**src/rtl/gpio_pkg.sv**
```systemverilog
// -----------------------------------------------------------------------------
// gpio_pkg
//   Constants shared by the GPIO input path (conditioner, gpiomem, top level),
//   plus a helper that sizes the debounce counters.
// -----------------------------------------------------------------------------
package gpio_pkg;

  localparam int N_BUTTONS_DEF   = 4;
  localparam int N_SWITCHES_DEF  = 16;
  localparam int DB_CYCLES_DEF   = 1_000_000;  // 10 ms at 100 MHz
  localparam int SYNC_STAGES_DEF = 2;

  // Width of a counter that must reach db-1. A one-cycle debounce still needs
  // a 1-bit vector so the declaration stays legal.
  function automatic int cnt_width(input int db);
    return (db > 1) ? $clog2(db) : 1;
  endfunction

endpackage

```
**src/rtl/debounce_channel.sv**
```systemverilog
// -----------------------------------------------------------------------------
// debounce_channel
//   One GPIO input: SYNC_STAGES-flop metastability synchroniser, followed by a
//   stability counter. The stable level q follows the synchronised input only
//   after it has differed from q for DB_CYCLES consecutive cycles.
//
// Ports
//   clk_100MHz  in   system clock
//   rst         in   synchronous, active-low reset
//   din         in   asynchronous raw pin
//   q           out  debounced level
// -----------------------------------------------------------------------------
module debounce_channel
  import gpio_pkg::*;
#(
  parameter int SYNC_STAGES = SYNC_STAGES_DEF,
  parameter int DB_CYCLES   = DB_CYCLES_DEF
) (
  input  logic clk_100MHz,
  input  logic rst,
  input  logic din,
  output logic q
);

  localparam int            CW       = cnt_width(DB_CYCLES);
  localparam logic [CW-1:0] CNT_LAST = CW'(DB_CYCLES - 1);

  logic [SYNC_STAGES-1:0] sync;
  logic [CW-1:0]          cnt;
  logic                   s;

  assign s = sync[SYNC_STAGES-1];

  // NOTE: sequential state uses non-blocking assignments so every flop samples
  // the pre-edge values; blocking here would collapse the synchroniser chain
  // into a single flop.
  always_ff @(posedge clk_100MHz) begin
    if (!rst) begin
      sync <= '0;
      cnt  <= '0;
      q    <= 1'b0;
    end else begin
      sync <= {sync[SYNC_STAGES-2:0], din};
      if (s == q) begin
        // Any return to the stable level discards the partial count, which is
        // what rejects short glitches and bounce.
        cnt <= '0;
      end else if (cnt == CNT_LAST) begin
        q   <= s;
        cnt <= '0;
      end else begin
        cnt <= cnt + 1'b1;
      end
    end
  end

endmodule

```
**src/rtl/gpio_input_conditioner.sv**
```systemverilog
// -----------------------------------------------------------------------------
// gpio_input_conditioner
//   Synchronises and debounces the board push-buttons and slide switches ahead
//   of gpiomem. Buttons additionally get a one-cycle press pulse and a sticky
//   press flag that holds until gpiomem writes 1 to clear it, so cores polling
//   over the shared bus never miss a press.
//
// Ports
//   clk_100MHz     in   system clock, the only clock
//   rst            in   synchronous, active-low reset
//   buttons_raw    in   [N_BUTTONS]  raw button pins, 1 = pressed
//   switches_raw   in   [N_SWITCHES] raw switch pins
//   clr_sticky     in   [N_BUTTONS]  write-1-to-clear for button_sticky
//   buttons        out  [N_BUTTONS]  debounced button levels
//   switches       out  [N_SWITCHES] debounced switch levels
//   button_press   out  [N_BUTTONS]  1-cycle pulse on debounced 0->1 edge
//   button_sticky  out  [N_BUTTONS]  latched press flags
// -----------------------------------------------------------------------------
module gpio_input_conditioner
  import gpio_pkg::*;
#(
  parameter int N_BUTTONS     = N_BUTTONS_DEF,
  parameter int N_SWITCHES    = N_SWITCHES_DEF,
  parameter int SYNC_STAGES   = SYNC_STAGES_DEF,
  parameter int BTN_DB_CYCLES = DB_CYCLES_DEF,
  parameter int SW_DB_CYCLES  = DB_CYCLES_DEF
) (
  input  logic                  clk_100MHz,
  input  logic                  rst,
  input  logic [N_BUTTONS-1:0]  buttons_raw,
  input  logic [N_SWITCHES-1:0] switches_raw,
  input  logic [N_BUTTONS-1:0]  clr_sticky,
  output logic [N_BUTTONS-1:0]  buttons,
  output logic [N_SWITCHES-1:0] switches,
  output logic [N_BUTTONS-1:0]  button_press,
  output logic [N_BUTTONS-1:0]  button_sticky
);

  logic [N_BUTTONS-1:0] buttons_prev;

  for (genvar i = 0; i < N_BUTTONS; i++) begin : g_btn
    debounce_channel #(
      .SYNC_STAGES (SYNC_STAGES),
      .DB_CYCLES   (BTN_DB_CYCLES)
    ) u_db (
      .clk_100MHz (clk_100MHz),
      .rst        (rst),
      .din        (buttons_raw[i]),
      .q          (buttons[i])
    );
  end

  for (genvar i = 0; i < N_SWITCHES; i++) begin : g_sw
    debounce_channel #(
      .SYNC_STAGES (SYNC_STAGES),
      .DB_CYCLES   (SW_DB_CYCLES)
    ) u_db (
      .clk_100MHz (clk_100MHz),
      .rst        (rst),
      .din        (switches_raw[i]),
      .q          (switches[i])
    );
  end

  // Both operands are flops, so the pulse is glitch-free and lands in the
  // cycle right after the debounced level rises.
  assign button_press = buttons & ~buttons_prev;

  always_ff @(posedge clk_100MHz) begin
    if (!rst) begin
      buttons_prev  <= '0;
      button_sticky <= '0;
    end else begin
      buttons_prev  <= buttons;
      // Set is OR-ed in after the clear so a press coinciding with a clear
      // survives; the poller sees it on its next read.
      button_sticky <= (button_sticky & ~clr_sticky) | button_press;
    end
  end

endmodule

```
**config.mk**
```make
export PLATFORM = sky130hd
export DESIGN_NAME = gpio_input_conditioner
export DESIGN_NICKNAME = d
export VERILOG_FILES = /design/src/rtl/gpio_pkg.sv /design/src/rtl/debounce_channel.sv /design/src/rtl/gpio_input_conditioner.sv
export SDC_FILE = /design/constraint.sdc
export NUM_CORES = 1
export LEC_CHECK = 0
export ABC_CLOCK_PERIOD_IN_PS = 1800
export BUFFER_PORTS_ARGS = -buffer_cell sky130_fd_sc_hd__buf_2
export CAP_MARGIN = 20
export CORE_ASPECT_RATIO = 1.5
export CORE_MARGIN = 4
export CORE_UTILIZATION = 50
export DETAILED_ROUTE_END_ITERATION = 10
export MAX_ROUTING_LAYER = met4
export PLACE_DENSITY = 0.76
export SYNTH_ARGS = -nofsm -noshare
export SYNTH_HDL_FRONTEND = slang
export SYNTH_SLANG_ARGS = --single-unit
```
**constraint.sdc**
```tcl
create_clock -name clk_100MHz -period 1.8 [get_ports clk_100MHz]
set_input_delay 0 -clock clk_100MHz [delete_from_list [all_inputs] [get_ports clk_100MHz]]
set_output_delay 0 -clock clk_100MHz [all_outputs]
set_load 0.03 [all_outputs]
```
==> results of run 1 <==
==> stage by stage <==
step                      setup TNS, ns  util (%)  area, sq um  hold WS [ns]
final                            -39.35      64.4        25900         0.177
after global routing             -51.57      64.4        25900         0.175
after CTS                        -34.08      62.9        25400         0.157
after detailed placement         -31.77      57.6        23200         0.209
after global placement           -24.73      57.6        23200         0.204
after floorplan                  -14.54         -        20800         0.127
==> routing by layer <==
layer  up-vias  GRT usage [%]  wire length [um]
met5         -              -                 0
met4         0           7.59              1310
met3       114           2.67              1530
met2       287           39.3             25300
met1      8507           20.5             18000
li1       8922              -                 -
==> registers in the layout, summed over array words and instances (netlist names) <==
register,flops
g_sw.u_db.cnt,320
g_btn.u_db.sync,8
button_sticky,4
buttons_prev,4
g_btn.u_db.cnt,80
g_btn.u_db.q,4
g_sw.u_db.q,16
g_sw.u_db.sync,32
==> cells by family after synthesis <==
group / synth area share (%)
DFF: 45.8
xor gates and xnor gates: 10.9
AOI/OAI and AO/OA: 8.92
adders and majority gates: 1.22
buffers and inverters: 4.21
and+or+nand+nor: 29.0
muxes: 0.0489
==> cells in the final DEF (no fill, tap or decap), drive strengths merged, types with 3 or more instances in the layout <==
cell type and count:
or3b 3, or4 81, ha 20, or3 89
nand3b 3, nor2 293, o211ai 18, clkbuf 68
or4b 16, and4 22, nor4 46, nand2 118
inv 100, bufinv 7, or2 18, dlygate4sd3 32
nand3 134, nor3 37, xor2 122, nand4bb 3
nand4b 11, buf 351, nor3b 7, dfxtp 468
o31ai 54, clkinv 8, nand4 88, o21ai 84
nor2b 5, and3 34, nor4b 14, nor4bb 5
o21a 6, a21oi 146, and2 58, xnor2 132
==> power groups by stage <==
stage | clock network [mW] | logic (mW) | registers (mW)
2_1_floorplan | 0 | 0.160 | 10.7
3_3_place_gp | 0 | 0.267 | 10.7
3_5_place_dp | 0 | 0.275 | 10.7
4_1_cts | 10.2 | 0.350 | 10.4
5_1_grt | 10.6 | 0.421 | 10.4
6_report | 9.95 | 0.381 | 10.4
==> what timing repair did <==
item / in CTS / in global routing
cloned: 6 / 9
hold endpoints to repair: 37 / 0
setup endpoints to repair: 212 / 286
hold buffers: 32 / 0
pin swaps: 22 / 25
resized for setup: 45 / 120
setup buffers: 5 / 12
==> final cells by class <==
class / instances / area, sq um
clock inverters: 17 / 270
repair buffers: 387 / 3070
multi-input cells: 1677 / 10900
inverters: 99 / 372
fillers: 3208 / 14400
flip-flops and latches: 468 / 9430
clock buffers: 64 / 1290
well taps: 506 / 633
==> worst min path at each step <==
stage                                from                     to  slack, ns  depth (start not counted)
after global routing      switches_raw[7]   g_sw[7].u_db.sync[0]       0.18                          3
after detailed placement   buttons_raw[0]  g_btn[0].u_db.sync[0]       0.21                          2
final                     switches_raw[7]   g_sw[7].u_db.sync[0]       0.18                          3
after CTS                 switches_raw[7]   g_sw[7].u_db.sync[0]       0.16                          3
after floorplan            buttons_raw[0]  g_btn[0].u_db.sync[0]       0.13                          1
after global placement    switches_raw[5]   g_sw[5].u_db.sync[0]       0.20                          2
==> tightest hold or removal path: stages <==
cell and delay [ns]:
dlygate4sd3_1 0.51, buf_2 0.09, and2_1 0.10
==> impl_metrics.env, run 1 <==
export IMPL_netlist_area_sq_mm=0.0205
export IMPL_min_period_ns=2.08
export IMPL_clkPwrFrac_pct=47.9
export IMPL_end_kind="register"
export IMPL_syn_area_per_cell_sq_um=8.74
export IMPL_core_area_sq_mm=0.0403
export IMPL_p_leak_nw=8.69
export IMPL_yosysTopAreaCell="dfxtp_1"
export IMPL_grt_pass1_wl_mm=78.0
export IMPL_slew_violations=0
export IMPL_cp_max_fo=5
export IMPL_vias_per_cell=5.54
export IMPL_comb_power_share_pct=1.8
export IMPL_outcome="finished with violations"
export IMPL_grt_pass1_vias=18200
export IMPL_final_cells=3218
export IMPL_std_cell_rows=90
export IMPL_report_final_setup_viol=188
export IMPL_peakVddDrop_v=0.000674
export IMPL_cts_buffers=45
export IMPL_port_buffers=53
export IMPL_grt_start_max_net_pins=30
export IMPL_clk_pin_slew_worst_paths_ns=0.06
export IMPL_insertion_delay_ns=0.56
export IMPL_num_vias=17800
export IMPL_synthCells=2343
export IMPL_grt_setup_unrepaired="yes"
export IMPL_final_nets=2724
export IMPL_crit_start="g_sw[10].u_db.cnt[10]"
export IMPL_gr_usage_all_layers_pct=20.3
export IMPL_critPathTopFamily="simple AND/OR/NAND/NOR gates"
export IMPL_synth_edf_count=0
export IMPL_initial_core_util_pct=50.8
export IMPL_antenna_found_initial=0
export IMPL_synth_top_flop_cell="dfxtp_1"
export IMPL_place_hpwl_mm=30.7
export IMPL_fmax_mhz=481
export IMPL_drt_iter0_markers=807
export IMPL_clock_skew_ns=0.0136
export IMPL_worst_path_buf_inv=2
export IMPL_crit_type="register to register"
export IMPL_fp_dieH_um=256
export IMPL_p_switching_mw=4.18
export IMPL_avgRoutedWirePerCell_um=14.3
export IMPL_clock_root_buffer="clkbuf_16"
export IMPL_violations="negative setup slack"
export IMPL_reg2reg_slack_ns=-0.28
export IMPL_antenna_cells=0
export IMPL_die_w_um=173
export IMPL_place_gp_congestion=0.883
export IMPL_slowest_delay_ns=0.53
export IMPL_drv_cap=0
export IMPL_dp_cells=3075
export IMPL_power_internal_mw=16.6
export IMPL_cts_sinks=468
export IMPL_yosysMostFrequentCell="dfxtp_1"
export IMPL_synth_net_count=2389
export IMPL_ios=54
export IMPL_worstReg2RegEnd="g_sw[10].u_db.cnt[17]"
export IMPL_power_switching_share_pct=20.1
export IMPL_p_seq_share_pct=50.3
export IMPL_synthArstFlopShare_pct=0
export IMPL_final_setup_worst_slack_ns=-0.280
export IMPL_drc=0
export IMPL_ys_seq_area_share_pct=45.8
export IMPL_hold_violations=0
export IMPL_path_depth=6
export IMPL_slowest_stage="or4_4"
export IMPL_crit_arrival_ns=2.52
export IMPL_cts_max_level=2
export IMPL_synth_cell_type_count=53
export IMPL_r2r_start="g_sw[10].u_db.cnt[10]"
export IMPL_relSlewSlack_pct=69.9
export IMPL_clk_path_buf_depth=3
export IMPL_synth_area_leaders="dfxtp_1 46%, xnor2_1 5.6%, nor2_1 5.4%, xor2_1 5.2%, a21oi_1 3.6%"
export IMPL_p_total_mw=20.8
export IMPL_firstDrtPassIters=5
export IMPL_ys_warnings_count=0
export IMPL_drive_gt1_share_pct=24.0
export IMPL_cts_tree="done"
export IMPL_required_ns=2.24
export IMPL_gr_total_overflow=0
export IMPL_drt_wl_total_mm=46.1
export IMPL_final_period_utilization_pct=116
export IMPL_area_growth_pct=26.8
export IMPL_tightest_slew_ns=0.446
export IMPL_p_per_area_mw_per_mm2=801
export IMPL_preCtsSetupSlack_ns=-0.245
export IMPL_setup_worst_path_start_class="register"
export IMPL_reg2reg_depth=6
export IMPL_dieArea_sq_mm=0.0443
export IMPL_min_delay_path_class="input port to register"
export IMPL_ys_seq_elements=468
export IMPL_cp_endpoint="g_sw[10].u_db.cnt[17]"
export IMPL_path_cells="or4b_1 -> or4_4 -> o211ai_1 -> buf_4 -> clkbuf_16 -> a21oi_2"
export IMPL_postRouteAntennaNets=0
export IMPL_yosysTopAreaCellShare_pct=45.8
export IMPL_yosys_top_cells_count="468 x dfxtp_1, 293 x nor2_1, 146 x a21oi_1, 132 x nand3_1, 132 x xnor2_1"
Power figures use the tool's default switching activity.
==> run 2: changes to the inputs <==
Settings changed: ABC_CLOCK_PERIOD_IN_PS 1800 to 2400, PLACE_DENSITY 0.76 to 0.73, SETUP_SLACK_MARGIN set to 0.2.
Clock period 1.8 ns to 2.4 ns, I/O delays scaled along.
==> run 2 against run 1 <==
  * The flow now finishes without violations
  * Sequential share of layout area grew 4.5 points
  * Final cell count shrank 8.6%
  * Core utilization shrank 7.4 points
  * Count of clock-buffer cells in the layout is the same
  * Worst setup slack gained 0.59 ns
  * Non-clock buffer count shrank 275
  * Flip-flop and latch count is the same
  * Combinational power shrank 44%
  * Cell area shrank 12%
  * Global-route usage shrank 2.3 points
  * Clock skew grew 0.0046 ns
  * Clock power shrank 28%
  * Largest power group unchanged
  * Highest routed layer unchanged
==> impl_metrics.env, run 2 (synthesized netlist as in run 1, its figures left out) <==
export IMPL_avgRoutedWirePerCell_um=13.4
export IMPL_cp_max_fo=20
export IMPL_grt_start_max_net_pins=33
export IMPL_crit_type="register to register"
export IMPL_regArea_sq_mm=0.00937
export IMPL_drc=0
export IMPL_hold_slack_ns=0.183
export IMPL_cts_tree="done"
export IMPL_drt_iter0_markers=852
export IMPL_layout_common_cells="468 x dfxtp_1, 293 x nor2_1, 146 x a21oi_1, 132 x nand3_1, 132 x xnor2_1"
export IMPL_grt_setup_unrepaired="no"
export IMPL_path_cells="or4b_1 -> or4_1 -> o211ai_1 -> buf_4 -> a21oi_1"
export IMPL_drive_gt1_share_pct=8.09
export IMPL_end_kind="register"
export IMPL_r2r_start="g_btn[3].u_db.cnt[7]"
export IMPL_p_leak_nw=7.14
export IMPL_hold_start="switches_raw[12]"
export IMPL_clkPwrFrac_pct=47.3
export IMPL_power_switching_share_pct=20.3
export IMPL_crit_arrival_ns=2.53
export IMPL_crit_start="g_btn[3].u_db.cnt[7]"
export IMPL_multi_input_area_sq_mm=0.0102
export IMPL_grt_pass1_wl_mm=69.7
export IMPL_insertion_delay_ns=0.57
export IMPL_postRouteAntennaNets=0
export IMPL_drt_wl_total_mm=39.5
export IMPL_outcome="finished, final reports clean"
export IMPL_regMostFlops="g_sw.u_db.cnt"
export IMPL_core_area_sq_mm=0.0403
export IMPL_top_usage_layer="met2"
export IMPL_final_period_utilization_pct=87.2
export IMPL_fin_area_sq_mm=0.0230
export IMPL_ios=54
export IMPL_dieArea_sq_mm=0.0443
export IMPL_tns_ns=0
export IMPL_clock_root_buffer="clkbuf_16"
export IMPL_power_internal_mw=12.2
export IMPL_clk_pin_slew_worst_paths_ns=0.06
export IMPL_grt_pass1_vias=16000
export IMPL_slew_violations=0
export IMPL_comb_power_share_pct=1.4
export IMPL_clk_path_buf_depth=3
export IMPL_required_ns=2.83
export IMPL_slowest_delay_ns=0.57
export IMPL_num_vias=16400
export IMPL_drv_cap=0
export IMPL_layout_commonest_cell="dfxtp_1"
export IMPL_p_seq_share_pct=51.3
export IMPL_setup_worst_path_start_class="register"
export IMPL_min_delay_path_class="input port to register"
export IMPL_std_cell_rows=90
export IMPL_worstReg2RegEnd="g_btn[3].u_db.cnt[15]"
export IMPL_min_period_ns=2.09
export IMPL_cp_endpoint="g_btn[3].u_db.cnt[15]"
export IMPL_place_hpwl_mm=27.0
export IMPL_met2_usage_pct=33.5
export IMPL_largest_register_ffs=320
export IMPL_cts_buffers=45
export IMPL_port_buffers=53
export IMPL_fill_cells=3629
export IMPL_reg_largest_list="g_sw.u_db.cnt: 320 flops, g_btn.u_db.cnt: 80 flops, g_sw.u_db.sync: 32 flops"
export IMPL_die_w_um=173
export IMPL_tightest_slew_ns=0.718
export IMPL_cts_sinks=468
export IMPL_area_growth_pct=12.1
export IMPL_clock_skew_ns=0.0182
export IMPL_antenna_cells=0
export IMPL_place_area_sq_mm=0.0211
export IMPL_firstDrtPassIters=5
export IMPL_reg2reg_slack_ns=0.31
export IMPL_fp_dieH_um=256
export IMPL_gr_usage_all_layers_pct=18.0
export IMPL_initial_core_util_pct=50.8
export IMPL_met1_usage_pct=19.5
export IMPL_gr_total_overflow=0
export IMPL_report_final_setup_viol=0
export IMPL_grt_util_met3_pct=2.90
export IMPL_slowest_stage="or4_1"
export IMPL_peakVddDrop_v=0.000622
export IMPL_relSlewSlack_pct=51.7
export IMPL_antenna_found_initial=0
export IMPL_place_gp_congestion=0.823
export IMPL_hold_violations=0
export IMPL_cts_max_level=2
export IMPL_p_switching_mw=3.10
export IMPL_p_per_area_mw_per_mm2=665
export IMPL_vias_per_cell=5.57
export IMPL_utilization_pct=56.9
export IMPL_fmax_mhz=478
export IMPL_reg2reg_depth=5
export IMPL_final_nets=2449
run 2: worst max-delay path: cells and delay by family, from the launching register on:
kind	cells	cell delay (ns)
compound gates	2	0.26
buf+inv	1	0.26
flops	1	0.37
simple gates	2	1.07
run 2: stage by stage:
| stage | total power, mW | instances | setup slack [ns] |
|---|---|---|---|
| 3_5_place_dp | 8.19 | 2833 | 0.238 |
| 2_1_floorplan | 8.11 | 2343 | 0.431 |
| 3_3_place_gp | 8.18 | 2833 | 0.305 |
| 4_1_cts | 15.5 | 2939 | 0.226 |
| 5_1_grt | 15.8 | 2941 | 0.200 |
| 6_report | 15.3 | 2941 | 0.307 |
run 2: routing by layer:
metal,share of wire [%],vias to the layer above
met2,52,210
li1,-,8372
met3,3.3,71
met5,0,-
met1,42,7722
met4,2.3,0
run 2: power by group through the flow:
stage	clock network, mW	logic [mW]	registers, mW
global route	7.75	0.243	7.83
global placement	0	0.178	8.00
CTS	7.44	0.215	7.83
finish	7.21	0.215	7.83
detailed placement	0	0.181	8.00
floorplan	0	0.111	8.00
run 2: cell type report:
cell class	instances	share of cell area, %
Multi-Input combinational cell	1677	44.6
Clock buffer	64	5.93
Tap cell	506	2.76
Sequential cell	468	40.8
Inverter	99	1.62
Clock inverter	15	0.725
Timing Repair Buffer	112	3.52
run 2: how the worst min path moves through the flow:
stage	end	slack, ns	depth (start not counted)
finish	g_sw[12].u_db.sync[0]	0.18	3
global route	g_sw[12].u_db.sync[0]	0.18	3
CTS	g_btn[1].u_db.sync[0]	0.15	3
detailed placement	g_btn[1].u_db.sync[0]	0.21	2
global placement	g_btn[1].u_db.sync[0]	0.21	2
floorplan	g_btn[0].u_db.sync[0]	0.13	1
run 2: what timing repair did:
action                                  CTS  global route
endpoints found under the setup margin    0            46
gates resized for setup                   0             3
setup buffers                             0             2
hold endpoints to repair                 43             0
hold buffers                             27             0
==> run 3: changes to the inputs <==
==> constraint.sdc (replaced) <==
create_clock -name clk_100MHz -period 2.4 [get_ports clk_100MHz]
set_input_delay 0.36 -clock clk_100MHz [delete_from_list [all_inputs] [get_ports clk_100MHz]]
set_output_delay 0.36 -clock clk_100MHz [all_outputs]
set_load 0.03 [all_outputs]
==> run 3 against run 2 <==
  * Count of clock-buffer cells in the layout increased by 6
  * Critical path depth is the same
  * Cell area down 0.84%
  * Non-clock buffer count is 19 lower
  * First-iteration DRC count is 14% lower
  * Worst hold slack worse by 0.16 ns
  * Critical endpoint is now g_sw[7].u_db.cnt[10]
  * Largest cell class unchanged
  * Largest power group unchanged
==> impl_metrics.env, run 3 (synthesized netlist as in run 1, its figures left out) <==
export IMPL_outcome="finished, final reports clean"
export IMPL_clock_skew_ns=0.0152
export IMPL_crit_start="g_sw[7].u_db.cnt[12]"
export IMPL_path_cells="or4b_1 -> or4_1 -> o211ai_1 -> buf_4 -> nor2_1"
export IMPL_hold_slack_ns=0.0266
export IMPL_cts_tree="done"
export IMPL_clk_pin_slew_worst_paths_ns=0.06
export IMPL_p_leak_nw=7.07
export IMPL_end_kind="register"
export IMPL_drc=0
export IMPL_gr_total_overflow=0
export IMPL_r2r_start="g_sw[7].u_db.cnt[12]"
export IMPL_port_buffers=53
export IMPL_worst_hold_path_endpoint="g_sw[10].u_db.sync[0]"
export IMPL_report_final_setup_viol=0
export IMPL_crit_arrival_ns=2.55
export IMPL_preCtsSetupSlack_ns=0.242
export IMPL_fp_dieH_um=256
export IMPL_fill_cells=3571
export IMPL_avgRoutedWirePerCell_um=13.3
export IMPL_num_vias=16400
export IMPL_cp_max_fo=20
export IMPL_place_hpwl_mm=26.6
export IMPL_die_w_um=173
export IMPL_p_total_mw=15.2
export IMPL_final_period_utilization_pct=87.9
export IMPL_postRouteAntennaNets=0
export IMPL_vias_per_cell=5.59
export IMPL_area_growth_pct=11.2
export IMPL_clock_root_buffer="clkbuf_16"
export IMPL_grt_pass1_wl_mm=68.1
export IMPL_fmax_mhz=474
export IMPL_final_nets=2430
export IMPL_layout_commonest_cell="dfxtp_1"
export IMPL_reg2reg_slack_ns=0.29
export IMPL_grt_start_max_net_pins=27
export IMPL_antenna_found_initial=0
export IMPL_hold_violations=0
export IMPL_clk_path_buf_depth=3
export IMPL_reg2reg_depth=5
export IMPL_peakVddDrop_v=0.000614
export IMPL_relSlewSlack_pct=52.5
export IMPL_core_area_sq_mm=0.0403
export IMPL_whs_path_depth=2
export IMPL_insertion_delay_ns=0.55
export IMPL_worst_path_buf_inv=1
export IMPL_cts_buffers=45
export IMPL_regMostFlops="g_sw.u_db.cnt"
export IMPL_path_depth=5
export IMPL_tightest_slew_ns=0.705
export IMPL_grt_pass1_vias=15800
export IMPL_hold_start="switches_raw[10]"
export IMPL_std_cell_rows=90
export IMPL_firstDrtPassIters=5
export IMPL_tns_ns=0
export IMPL_crit_type="register to register"
export IMPL_drive_gt1_share_pct=7.93
export IMPL_largest_register_ffs=320
export IMPL_dieArea_sq_mm=0.0443
export IMPL_required_ns=2.84
export IMPL_min_period_ns=2.11
export IMPL_critPathTopFamily="simple AND/OR/NAND/NOR gates"
export IMPL_slew_violations=0
export IMPL_drt_iter0_markers=732
export IMPL_initial_core_util_pct=50.8
export IMPL_cts_sinks=468
export IMPL_setup_worst_path_start_class="register"
export IMPL_gr_usage_all_layers_pct=17.5
export IMPL_reg_largest_list="g_sw.u_db.cnt: 320 flops, g_btn.u_db.cnt: 80 flops, g_sw.u_db.sync: 32 flops"
export IMPL_p_per_area_mw_per_mm2=668
export IMPL_cts_max_level=2
export IMPL_antenna_cells=0
export IMPL_ios=54
export IMPL_final_setup_worst_slack_ns=0.290
export IMPL_worstReg2RegEnd="g_sw[7].u_db.cnt[10]"
export IMPL_min_delay_path_class="input port to register"
export IMPL_drt_wl_total_mm=38.8
export IMPL_grt_setup_unrepaired="no"
export IMPL_slowest_stage="or4_1"
export IMPL_place_gp_congestion=0.859
export IMPL_slowest_delay_ns=0.58
export IMPL_layout_common_cells="468 x dfxtp_1, 293 x nor2_1, 146 x a21oi_1, 132 x nand3_1, 132 x xnor2_1"
export IMPL_drv_cap=0
run 3: cell count changes in the layout (fill, tap and decap cells not counted), moves of 3 or more:
| cell | change |
|---|---|
| clkinvlp_4 | -5 |
| clkbuf_1 | +7 |
| dlygate4sd3_1 | -18 |
| clkinv_2 | +3 |
run 3: how the worst max path moves through the flow:
stage	slack (ns)	to
after global placement	0.31	g_btn[1].u_db.cnt[2]
final	0.29	g_sw[7].u_db.cnt[10]
after detailed placement	0.24	g_sw[8].u_db.cnt[11]
after CTS	0.24	g_sw[8].u_db.cnt[5]
after global routing	0.20	g_sw[8].u_db.cnt[18]
after floorplan	0.43	g_btn[1].u_db.cnt[11]
run 3: final cells by class:
cell class / count / area (sq um) / area share (%)
Clock buffer: 70 / 1370 / 6.03
Clock inverter: 13 / 144 / 0.632
Inverter: 99 / 372 / 1.63
Timing Repair Buffer: 93 / 628 / 2.76
Multi-Input combinational cell: 1677 / 10200 / 45.0
Tap cell: 506 / 633 / 2.78
Sequential cell: 468 / 9370 / 41.2
run 3: timing repair:
action	in CTS	in global routing
hold buffers	9	0
buffers inserted	0	2
endpoints found under the hold margin	9	0
gates resized for setup	0	1
setup endpoints to repair	0	39
run 3: metrics by stage:
stage	util, %	std cells	cell area, sq um
3_3_place_gp	52.4	2832	21100
3_5_place_dp	52.4	2832	21100
2_1_floorplan	-	2343	20500
4_1_cts	56.3	2924	22700
6_report	56.5	2926	22800
5_1_grt	56.5	2926	22800
run 3: layer usage:
layer / up-vias / share of wire (%) / GRT usage, % / wire [um]
li1: 8339 / - / - / -
met1: 7747 / 43 / 19.3 / 16600
met2: 207 / 52 / 32.4 / 20000
met3: 77 / 3.2 / 2.53 / 1250
met4: 0 / 2.6 / 5.68 / 998
met5: - / 0 / - / 0
run 3: report_power, final:
part	internal, mW	leakage (nW)	switching, mW
clock network	4.25	0.755	2.92
registers	7.81	3.78	0.0227
logic	0.0786	2.54	0.117
